<file path="src/rtl/booth_wallace_mul_pipe.sv">
// rtl/booth_wallace_mul_pipe.sv - 3-stage radix-4 Booth / Wallace-tree multiplier with valid/ready handshake
module booth_wallace_mul_pipe #(
    parameter int WIDTH = 32,
    parameter int TAG_W = 4
) (
    input  logic               clk,
    input  logic               rst,
    input  logic               in_valid,
    output logic               in_ready,
    input  logic [WIDTH-1:0]   in_x,
    input  logic [WIDTH-1:0]   in_y,
    input  logic               in_signed,
    input  logic [TAG_W-1:0]   in_tag,
    output logic               out_valid,
    input  logic               out_ready,
    output logic [2*WIDTH-1:0] out_prod,
    output logic [TAG_W-1:0]   out_tag
);

    localparam int E   = WIDTH + 2;
    localparam int NPP = E / 2;
    localparam int P   = 2 * WIDTH;
    localparam int R   = NPP + 1;

    // Carry-save reduction of R rows down to two; row count per level is fixed by R,
    // so every guard below folds to a constant after unrolling.
    function automatic logic [1:0][P-1:0] wallace(input logic [R-1:0][P-1:0] rin);
        logic [R-1:0][P-1:0] cur;
        logic [R-1:0][P-1:0] nxt;
        logic [P-1:0]        a;
        logic [P-1:0]        b;
        logic [P-1:0]        c;
        int                  n;
        int                  m;
        cur = rin;
        n   = R;
        for (int lvl = 0; lvl < R; lvl++) begin
            if (n > 2) begin
                nxt = '0;
                m   = 0;
                for (int g = 0; g < R / 3; g++) begin
                    if (3 * g + 2 < n) begin
                        a          = cur[3*g];
                        b          = cur[3*g+1];
                        c          = cur[3*g+2];
                        nxt[m]     = a ^ b ^ c;
                        nxt[m+1]   = ((a & b) | (a & c) | (b & c)) << 1;
                        m          = m + 2;
                    end
                end
                for (int j = 0; j < R; j++) begin
                    if (j >= 3 * (n / 3) && j < n) begin
                        nxt[m] = cur[j];
                        m      = m + 1;
                    end
                end
                cur = nxt;
                n   = m;
            end
        end
        return {cur[1], cur[0]};
    endfunction

    logic                  adv;
    logic [E-1:0]          xe;
    logic [E-1:0]          ye;
    logic [E:0]            yb;
    logic [P-1:0]          xf;
    logic [P-1:0]          mag;
    logic [2:0]            trip;
    logic                  neg;
    logic [NPP-1:0][P-1:0] pp_d;
    logic [P-1:0]          corr_d;
    logic [1:0][P-1:0]     csa;

    logic                  s1_valid;
    logic [NPP-1:0][P-1:0] s1_pp;
    logic [P-1:0]          s1_corr;
    logic [TAG_W-1:0]      s1_tag;
    logic                  s2_valid;
    logic [P-1:0]          s2_sum;
    logic [P-1:0]          s2_carry;
    logic [TAG_W-1:0]      s2_tag;

    assign adv      = !out_valid || out_ready;
    assign in_ready = adv;

    // Booth digit selection; negative digits are inverted here and the +1 lands in corr_d.
    always_comb begin
        xe     = in_signed ? {{2{in_x[WIDTH-1]}}, in_x} : {2'b00, in_x};
        ye     = in_signed ? {{2{in_y[WIDTH-1]}}, in_y} : {2'b00, in_y};
        yb     = {ye, 1'b0};
        xf     = {{(P-E){xe[E-1]}}, xe};
        pp_d   = '0;
        corr_d = '0;
        trip   = '0;
        mag    = '0;
        neg    = 1'b0;
        for (int i = 0; i < NPP; i++) begin
            trip = yb[2*i +: 3];
            case (trip)
                3'b001, 3'b010, 3'b101, 3'b110: mag = xf;
                3'b011, 3'b100:                 mag = xf << 1;
                default:                        mag = '0;
            endcase
            neg           = trip[2] & ~(trip[1] & trip[0]);
            pp_d[i]       = (neg ? ~mag : mag) << (2 * i);
            corr_d[2*i]   = neg;
        end
    end

    assign csa = wallace({s1_corr, s1_pp});

    always_ff @(posedge clk or posedge rst) begin
        if (rst) begin
            s1_valid  <= 1'b0;
            s1_pp     <= '0;
            s1_corr   <= '0;
            s1_tag    <= '0;
            s2_valid  <= 1'b0;
            s2_sum    <= '0;
            s2_carry  <= '0;
            s2_tag    <= '0;
            out_valid <= 1'b0;
            out_prod  <= '0;
            out_tag   <= '0;
        end else if (adv) begin
            s1_valid  <= in_valid;
            s1_pp     <= pp_d;
            s1_corr   <= corr_d;
            s1_tag    <= in_tag;
            s2_valid  <= s1_valid;
            s2_sum    <= csa[0];
            s2_carry  <= csa[1];
            s2_tag    <= s1_tag;
            out_valid <= s2_valid;
            out_prod  <= s2_sum + s2_carry;
            out_tag   <= s2_tag;
        end
    end

endmodule
</file>
<file path="config.mk">
export PLATFORM = sky130hd
export DESIGN_NAME = booth_wallace_mul_pipe
export DESIGN_NICKNAME = d
export VERILOG_FILES = /design/src/rtl/booth_wallace_mul_pipe.sv
export SDC_FILE = /design/constraint.sdc
export NUM_CORES = 2
export LEC_CHECK = 0
export BUFFER_PORTS_ARGS = -buffer_cell sky130_fd_sc_hd__buf_2
export CAP_MARGIN = 20
export CORE_AREA = 3 3 429 325
export CTS_CLUSTER_SIZE = 16
export DETAILED_ROUTE_END_ITERATION = 16
export DIE_AREA = 0 0 432 328
export SYNTH_ARGS = -nofsm -noshare
export SYNTH_HDL_FRONTEND = slang
export SYNTH_SLANG_ARGS = --single-unit
</file>
<file path="constraint.sdc">
create_clock -name clk -period 29 [get_ports clk]
set_input_delay 1.45 -clock clk [delete_from_list [all_inputs] [get_ports clk]]
set_output_delay 1.45 -clock clk [all_outputs]
set_load 0.01 [all_outputs]
</file>
==> impl_metrics.csv <==
group,metric,value,unit
logic_synthesis,async_flop_share,100,%
logic_synthesis,syn_area,60700,um2
route,drt-initial-drc-count,6163,
placement,portBuffers,142,
clocking,ctsResizeCount,0,
timing,tightest_slew,1300,ps
clocking,post_cts.repair.setup_buffers,0,
logic_synthesis,synth.net_count,7638,
min_path,min_path_type,"register to register",
floorplan,die_y,328,um
logic_synthesis,synth_top_area_cell,"dfrtp_1",
clocking,insertion_delay,740,ps
grt,grtUsageTotal,29.6,%
setup_path,cpMaxStageDelayCell,"buf_4",
logic_synthesis,synth_edf_count,0,
floorplan,start_util,44.8,%
placement,dpl_cell_area,62500,um2
finish,final_layout_size_suffix_gt1_share,7.16,%
timing,max_freq,179,MHz
finish,area_growth,8.47,%
logic_synthesis,yosysSeqAreaShare,32.8,%
setup_path,crit_buf_inv,7,
route,drt-total-wl,210000,um
setup_path,criticalPathCategory,"input pin to register",
logic_synthesis,syn_area_per_cell,8.88,um2
clocking,cts_hold_buf,0,
timing,fin_crit,5590,ps
clocking,clock_tree.root_cell,"clkbuf_16",
setup_path,required,29650,ps
finish,regArea,19900,um2
clocking,clockBufferDepth,3,
timing,worst_slack,23410,ps
timing,fin_skew,21.3,ps
clocking,numCtsBuffers,92,
route,wire_per_inst,24.8,um
outcome,status,"finished clean",
setup_path,r2r_setup_slack,23780,ps
timing,finalSetupTns,0,ps
setup_path,cpLargestDelayFamily,"buffers and inverters",
setup_path,cp-end-kind,"register",
grt,grt_antenna_before_repair,19,
logic_synthesis,ys_top_cells_by_count,"1049 x nor2_1, 795 x dfrtp_1, 780 x inv_1, 646 x a21oi_1, 628 x nand2_1",
finish,multi_input_area,35900,um2
logic_synthesis,yosys_register_bits,795,
route,ant_nets,0,
route,drc,0,
floorplan,die-area,142000,um2
timing,final-hold-violation-count,0,
timing,setup_violations,0,
timing,min_period_over_period,19.3,%
route,first_pass_iters,6,
floorplan,core_area,135000,um2
finish,nFillCells,12800,
setup_path,startpoint_type,"input pin",
clocking,path_clk_slew,60,ps
logic_synthesis,yosys_warnings,0,
finish,layout.nets,7376,
run,drv_cap,0,
grt,grt.overflow.total,0,
setup_path,worst-path-max-fanout,110,
clocking,cts_tree,"built",
finish,fin_area,65900,um2
route,vias,49100,
grt,grt_pass1_wl,316000,um
setup_path,cpMostUsedCell,"buf_4",
logic_synthesis,ys_types,78,
logic_synthesis,yosys_most_used_dff,"dfrtp_1",
logic_synthesis,yosysMostFrequentCell,"nor2_1",
setup_path,crit_arrival,6240,ps
timing,worst_slew_margin_rel,13.1,%
floorplan,rows,117,
setup_path,max_stage_delay,940,ps
logic_synthesis,synthCells,6838,
logic_synthesis,synth_top_area_share,32.8,%
logic_synthesis,yosys-top-cells-area,"dfrtp_1 33%, fa_1 18%, xor2_1 7.3%",
placement,gp_congestion,0.946,
placement,pre_cts_slack,22900,ps
clocking,clkSinkCount,795,
placement,hpwl,137000,um
timing,grt_setup_unrepaired,"no",
grt,grt_max_degree,240,
timing,slew_violations,0,
floorplan,io_pins,143,
floorplan,die_w,432,um
route,routed_via_density,5.81,
setup_path,crit_chain,"buf_2, nor2b_4, buf_4, inv_8, buf_4, buf_4, buf_4, buf_4, nor2_1, a21oi_1",
grt,grt_pass1_vias,47800,
clocking,htree_levels,3,
-- layout by cell type (no fill, tap or decap), types with 7 or more instances in the layout --
cell,instances
nand2_2,7
o31ai_1,11
buf_16,8
bufinv_16,7
nand4_1,11
nand2_1,621
or3_1,9
nand2b_1,10
ha_1,176
a21oi_1,646
clkbuf_16,92
buf_2,140
nor2_4,12
nor2_1,1036
a31oi_1,17
clkbuf_8,17
dfrtp_1,795
xor2_1,493
o21ai_0,156
clkinv_2,20
a22o_1,33
and2_1,36
a21o_1,30
xnor2_1,70
diode_2,15
nand3_1,33
a211oi_1,38
clkbuf_1,14
nor3_1,37
buf_4,96
inv_1,778
fa_1,551
o21bai_1,16
xor2_2,15
a221oi_1,465
-- per-stage QoR --
step | hold WS, ps | instances | utilization [%]
after detailed placement | 451 | 8258 | 46.1
after floorplan | 430 | 6838 | -
after CTS | 464 | 8426 | 48.4
after global routing | 481 | 8449 | 48.6
after global placement | 443 | 8257 | 46.1
final | 459 | 8450 | 48.6
-- layout make-up --
class,count,share of cell area [%]
clock inverters,45,0.842
well taps,1785,3.39
repair buffers,249,2.64
flip-flops and latches,795,30.2
clock buffers,123,3.93
multi-input cells,4655,54.4
inverters,783,4.48
diodes,15,0.0570
-- per-layer routing --
| layer | vias up | global-route usage [%] | part of all wire, % |
|---|---|---|---|
| met2 | 2489 | 39.8 | 39 |
| met1 | 24500 | 44.0 | 45 |
| met3 | 324 | 11.4 | 13 |
| met4 | 10 | 8.16 | 2.7 |
| li1 | 21800 | - | - |
| met5 | - | 0.410 | 0.061 |
-- registers in the layout, indices dropped and copies added (netlist names), 4 cells and up --
signal,cells
out_prod,64
s2_sum,64
s1_pp,576
s1_corr,17
s2_carry,59
s2_tag,4
out_tag,4
s1_tag,4
-- cells by family after synthesis --
kind of cell	after synthesis	share of synthesized area (%)
adders and majority gates	733	21.9
muxes	2	0.0350
buffers and inverters	1388	8.58
and+or+nand+nor	1851	12.1
AOI/OAI and AO/OA	1491	16.3
xor gates and xnor gates	578	8.34
DFF	795	32.8
-- path summary, 6_finish.rpt --
kind,start,endpoint,cells after the start
max in group asynchronous,rst,s1_pp[1078],4
min,out_tag[3],out_tag[3],2
min in group asynchronous,rst,s1_pp[344],2
max reg2reg,out_valid,s1_pp[1004],9
max,out_ready,s1_pp[1004],10
min reg2reg,out_tag[3],out_tag[3],2
-- tightest hold or removal path, delay by kind of cell, from the launching register on --
kind | cells | cell delay [ps]
DFF | 1 | 330
and+or+nand+nor | 2 | 100
Power is not shown: default switching activity piles up to over one toggle a cycle in this logic, so the estimate is an artifact.
